## src/rtl/even_pipe_issue_scheduler_pkg.sv

```systemverilog
// Shared types and default latencies for the even-pipe issue scheduler.
package spu_sched_pkg;

    localparam int MAX_LAT_DEF  = 8;
    localparam int LAT_FX1_DEF  = 2;
    localparam int LAT_FX2_DEF  = 4;
    localparam int LAT_BYTE_DEF = 4;
    localparam int LAT_SP_DEF   = 6;
    localparam int ADDR_W       = 7;

    typedef enum logic [1:0] {
        UNIT_FX1  = 2'd0,
        UNIT_FX2  = 2'd1,
        UNIT_BYTE = 2'd2,
        UNIT_SP   = 2'd3
    } unit_e;

    typedef struct packed {
        logic              valid;
        logic [ADDR_W-1:0] rt;
    } slot_t;

    // Issue-to-writeback distance of a unit; callers may override the defaults.
    function automatic int unit_latency(
        unit_e unit,
        int    lat_fx1  = LAT_FX1_DEF,
        int    lat_fx2  = LAT_FX2_DEF,
        int    lat_byte = LAT_BYTE_DEF,
        int    lat_sp   = LAT_SP_DEF
    );
        int lat;
        lat = lat_fx1;
        case (unit)
            UNIT_FX1:  lat = lat_fx1;
            UNIT_FX2:  lat = lat_fx2;
            UNIT_BYTE: lat = lat_byte;
            UNIT_SP:   lat = lat_sp;
            default:   lat = lat_fx1;
        endcase
        return lat;
    endfunction

endpackage

```

## src/rtl/even_pipe_issue_scheduler_slot_match.sv

```systemverilog
// Compares one reservation slot against the decoded sources and destination.
module sched_slot_match
    import spu_sched_pkg::*;
(
    input  slot_t             slot,
    input  logic [2:0]        src_used,
    input  logic [ADDR_W-1:0] ra_addr,
    input  logic [ADDR_W-1:0] rb_addr,
    input  logic [ADDR_W-1:0] rc_addr,
    input  logic [ADDR_W-1:0] rt_addr,
    output logic              src_hit,
    output logic              rt_hit
);

    // src_used is ordered {ra, rb, rc}.
    assign src_hit = slot.valid & ((src_used[2] & (ra_addr == slot.rt)) |
                                   (src_used[1] & (rb_addr == slot.rt)) |
                                   (src_used[0] & (rc_addr == slot.rt)));
    assign rt_hit  = slot.valid & (rt_addr == slot.rt);

endmodule

```

## src/rtl/even_pipe_issue_scheduler.sv

```systemverilog
// Even-pipe issue gate with a writeback reservation shift register.
// Define SCHED_FWD_EN when the RF/FWD stage forwards the WB bus (RAW ignores slot[0]).
module even_pipe_issue_scheduler
    import spu_sched_pkg::*;
#(
    parameter int MAX_LAT  = MAX_LAT_DEF,
    parameter int LAT_FX1  = LAT_FX1_DEF,
    parameter int LAT_FX2  = LAT_FX2_DEF,
    parameter int LAT_BYTE = LAT_BYTE_DEF,
    parameter int LAT_SP   = LAT_SP_DEF
) (
    input  logic              clk,
    input  logic              reset,
    input  logic              in_valid,
    input  logic [1:0]        in_unit,
    input  logic              in_reg_write,
    input  logic [ADDR_W-1:0] in_rt_addr,
    input  logic [2:0]        in_src_used,
    input  logic [ADDR_W-1:0] in_ra_addr,
    input  logic [ADDR_W-1:0] in_rb_addr,
    input  logic [ADDR_W-1:0] in_rc_addr,
    output logic              in_ready,
    output logic [3:0]        issue_en,
    output logic              wb_exp_valid,
    output logic [ADDR_W-1:0] wb_exp_addr,
    output logic [3:0]        inflight_cnt
);

`ifdef SCHED_FWD_EN
    localparam bit FWD = 1'b1;
`else
    localparam bit FWD = 1'b0;
`endif

    slot_t [MAX_LAT-1:0] slot_q;
    slot_t [MAX_LAT-1:0] slot_d;
    logic  [MAX_LAT-1:0] src_hit;
    logic  [MAX_LAT-1:0] rt_hit;
    logic  [3:0]         cnt_q;
    logic  [3:0]         cnt_d;
    logic                struct_haz;
    logic                raw_haz;
    logic                waw_haz;
    logic                fire;
    int                  lat;

    for (genvar g = 0; g < MAX_LAT; g++) begin : g_match
        sched_slot_match u_match (
            .slot     (slot_q[g]),
            .src_used (in_src_used),
            .ra_addr  (in_ra_addr),
            .rb_addr  (in_rb_addr),
            .rc_addr  (in_rc_addr),
            .rt_addr  (in_rt_addr),
            .src_hit  (src_hit[g]),
            .rt_hit   (rt_hit[g])
        );
    end

    // A new result lands in slot[lat-1] while slot[k] moves to slot[k-1]:
    // k == lat collides on the WB port, k > lat would retire after the younger write.
    always_comb begin
        // NOTE: every always_comb output gets a default first so no path can infer a latch.
        lat        = unit_latency(unit_e'(in_unit), LAT_FX1, LAT_FX2, LAT_BYTE, LAT_SP);
        struct_haz = 1'b0;
        raw_haz    = 1'b0;
        waw_haz    = 1'b0;
        for (int k = 0; k < MAX_LAT; k++) begin
            if (src_hit[k] && (k > 0 || !FWD))
                raw_haz = 1'b1;
            if (in_reg_write && slot_q[k].valid && k == lat)
                struct_haz = 1'b1;
            if (in_reg_write && rt_hit[k] && k >= lat)
                waw_haz = 1'b1;
        end
    end

    assign in_ready = !reset && !(struct_haz || raw_haz || waw_haz);
    assign fire     = in_valid && in_ready;
    assign issue_en = fire ? (4'b0001 << in_unit) : 4'b0000;

    always_comb begin
        for (int k = 0; k < MAX_LAT - 1; k++)
            slot_d[k] = slot_q[k+1];
        slot_d[MAX_LAT-1] = '0;
        if (fire && in_reg_write) begin
            for (int k = 0; k < MAX_LAT; k++)
                if (k == lat - 1)
                    slot_d[k] = '{valid: 1'b1, rt: in_rt_addr};
        end
        cnt_d = 4'd0;
        for (int k = 0; k < MAX_LAT; k++)
            cnt_d = cnt_d + 4'(slot_d[k].valid);
    end

    // NOTE: the slot array is reset in full; stale rt bits would otherwise show on wb_exp_addr.
    always_ff @(posedge clk) begin
        // NOTE: sequential state uses non-blocking assignments so every slot shifts from pre-edge values.
        if (reset) begin
            slot_q <= '0;
            cnt_q  <= 4'd0;
        end else begin
            slot_q <= slot_d;
            cnt_q  <= cnt_d;
        end
    end

    assign wb_exp_valid = slot_q[0].valid;
    assign wb_exp_addr  = slot_q[0].rt;
    assign inflight_cnt = cnt_q;

endmodule

```

## config.mk

```make
export PLATFORM = sky130hd
export DESIGN_NAME = even_pipe_issue_scheduler
export DESIGN_NICKNAME = d
export VERILOG_FILES = /design/src/rtl/even_pipe_issue_scheduler_pkg.sv /design/src/rtl/even_pipe_issue_scheduler_slot_match.sv /design/src/rtl/even_pipe_issue_scheduler.sv
export SDC_FILE = /design/constraint.sdc
export NUM_CORES = 1
export LEC_CHECK = 0
export CORE_ASPECT_RATIO = 1.5
export CORE_UTILIZATION = 45
export CTS_CLUSTER_DIAMETER = 100
export DETAILED_ROUTE_END_ITERATION = 10
export PLACE_DENSITY = 0.65
export SLEW_MARGIN = 20
export SYNTH_ARGS = -nofsm -noshare
export SYNTH_HDL_FRONTEND = slang
export SYNTH_SLANG_ARGS = --single-unit
```

## constraint.sdc

```tcl
create_clock -name clk -period 14.6 [get_ports clk]
set_input_delay 3.65 -clock clk [delete_from_list [all_inputs] [get_ports clk]]
set_output_delay 3.65 -clock clk [all_outputs]
set_load 0.01 [all_outputs]
```

==> out/results.txt <==
status: finished, final reports clean
Hold WC Path Type: reg -> reg
Layout area overhead: 11.2%
DRC errors left: 0
dpl hpwl: 12.3 mm
Final Cycle Share: 71.7%
Post-Route Setup TNS: 0 ps
final net count: 643
ys async rst share: 0%
largest net degree at the start of global routing: 63
die width: 91.1 µm
VDD IR max: 0.0522 mV
post_cts resized: 0
setup bufs post-CTS: 0
Filler cells: 1080
slowest CP cell: clkdlybuf4s50_1
CTS tree: built
Synth Flop Type: dfxtp_1
Rel. slew slack: 50.2%
Initial Utilization: 46.5%
number of flops mapped to enable cells by yosys: 0
Crit. Startpoint: in_ra_addr[3]
#FFs+latches synth: 68
Max Freq: 95.5 MHz
1st-pass router iterations: 4
multi-input logic area: 0.00347 mm²
Root Driver: clkbuf_16
syn_nets: 660
Storage cell area: 0.00136 mm²
Critical Path End: issue_en[0]
vias in the first global route: 4240
gr usage total: 28.0%
final hold violations: 0
RSZ-0062 raised after global routing: no
initial DRC count: 310
LEAKAGE: 2.10 nW
max_cap viols: 0
cell taking the most area after synthesis: dfxtp_1
Worst setup SP type: primary input
top cells by count, synth: 145 x xnor2_1, 68 x dfxtp_1, 66 x xor2_1
ANT nets after route: 0
Final setup viols: 0
RR Startpoint: slot_q[34]
Worst-path clk slew: 60 ps
Core Box Area: 0.0115 mm²
H-tree Lvls: 3
CP required: 10950 ps
Num CTS Buffers: 9
Largest stage delay, worst path: 950 ps
grt ovf: 0
die height: 136 µm
number of port buffers: 53
peak fanout along the critical path: 8
worst path cell trace: clkdlybuf4s50_1 > xor2_1 > nor2_1 > nand4_1 > o211ai_1 > a2111oi_4 > and3_1 > and3_1 > clkdlybuf4s50_1
WL/cell: 22.3 µm
Tmin final: 10470 ps
Mean Syn Cell Area: 8.79 µm²
later-pin clock latency in the skew report: 340 ps
setup slack after layout: 4130 ps
Worst EP arrival: 6820 ps
Netlist cell types: 38
# rows: 48
first-pass GRT wire length: 25.2 mm
Netlist Area Pre-Place: 0.00536 mm²
Synth area leaders: dfxtp_1 25%, xnor2_1 24%, xor2_1 11%
diode count: 0
Reg2Reg Setup Slack: 9840 ps
routability congestion estimate: 1.01
Via density: 5.60
FF-to-FF End: inflight_cnt[2]
WL final: 16.7 mm
die area: 0.0124 mm²
kind of critical path: in -> out
Yosys Warn Count: 0
count leader, synth: xnor2_1
Sink Count: 68
Synth top area share: 25.4%
initial antenna violation count: 0
P per Cell Area: 88.8 mW/mm²
CTS Hold Bufs: 0
Syn Inst Count: 610
io pins: 54
Slew @ Worst Pin: 745 ps
CTS Buffer Depth: 2
clock skew: 7.96 ps
Post-Place Worst Slack: 4190 ps
share of post-route cells with drive strength above 1: 7.02%
DR vias: 4186
Slew Limit Fails: 0
Seq/Total Area, Yosys: 25.4%
Worst Reg-to-Reg Cells: 17
Critical Path End Type: output port
==> through the flow <==
| step | hold WS (ps) | util, % | std cells | area [µm²] | power (W) |
|---|---|---|---|---|---|
| 5_1_grt | 559 | 51.7 | 748 | 5960 | 0.000546 |
| 3_5_place_dp | 534 | 48.6 | 732 | 5610 | 0.000275 |
| 2_1_floorplan | 473 | - | 610 | 5360 | 0.000253 |
| 6_report | 538 | 51.7 | 748 | 5960 | 0.000529 |
| 3_3_place_gp | 530 | 48.6 | 732 | 5610 | 0.000274 |
| 4_1_cts | 540 | 51.7 | 748 | 5960 | 0.000532 |
==> area by class of cell <==
type | instances | area share, %
Sequential cell | 68 | 22.8
Tap cell | 150 | 3.15
Clock inverter | 6 | 1.87
Multi-Input combinational cell | 446 | 58.3
Clock buffer | 10 | 4.01
Timing Repair Buffer | 54 | 8.95
Inverter | 14 | 0.882
==> metal layers <==
metal | global-route usage [%] | routed length, µm | vias to the layer above | share of wire [%]
met1 | 30.9 | 6390 | 2014 | 38
li1 | - | - | 1922 | -
met2 | 50.2 | 8460 | 191 | 51
met5 | 0 | 0 | - | 0
met4 | 15.8 | 846 | 0 | 5.1
met3 | 5.22 | 967 | 59 | 5.8
==> worst min-delay path by stage <==
| stage | from | end | slack, ps | depth (start not counted) |
|---|---|---|---|---|
| after global routing | slot_q[31] | slot_q[23] | 560 | 1 |
| after detailed placement | slot_q[31] | slot_q[23] | 530 | 1 |
| final | slot_q[14] | wb_exp_addr[6] | 540 | 1 |
| after floorplan | slot_q[55] | slot_q[47] | 470 | 2 |
| after global placement | slot_q[31] | slot_q[23] | 530 | 1 |
| after CTS | slot_q[47] | slot_q[39] | 540 | 2 |
==> critical path, delay by kind of cell <==
family / cells / cell delay, ps
buffers and inverters: 2 / 1500
AOI/OAI and AO/OA: 2 / 750
and+or+nand+nor: 4 / 690
xor gates and xnor gates: 1 / 210
==> logic make-up after synthesis <==
logic type	share of synthesized area, %
adders and majority gates	3.59
xor gates and xnor gates	34.5
AOI/OAI and AO/OA	2.73
DFF	25.4
and+or+nand+nor	19.7
muxes	4.34
buffers and inverters	9.80
==> flip-flops by register name, indices dropped and copies added (netlist names) <==
signal,count
inflight_cnt,4
wb_exp_addr,7
wb_exp_valid,1
slot_q,56
==> layout by cell type, fill, tap and decap left out, types with 10 or more instances in the layout <==
cell type	instances
clkdlybuf4s50_1	52
dfxtp_1	68
inv_1	14
mux2_2	18
nand3_1	10
nand4_1	46
nor2_1	36
nor2b_1	49
nor4_1	14
xnor2_1	145
xor2_1	66
==> report_power, final <==
group / switching (W) / internal [W] / total, W
Sequential: 0.00000454 / 0.000188 / 0.000192
Clock: 0.0000857 / 0.000171 / 0.000257
Combinational: 0.0000438 / 0.0000357 / 0.0000794
Total: 0.000134 / 0.000395 / 0.000529
Power figures use the tool's default switching activity.
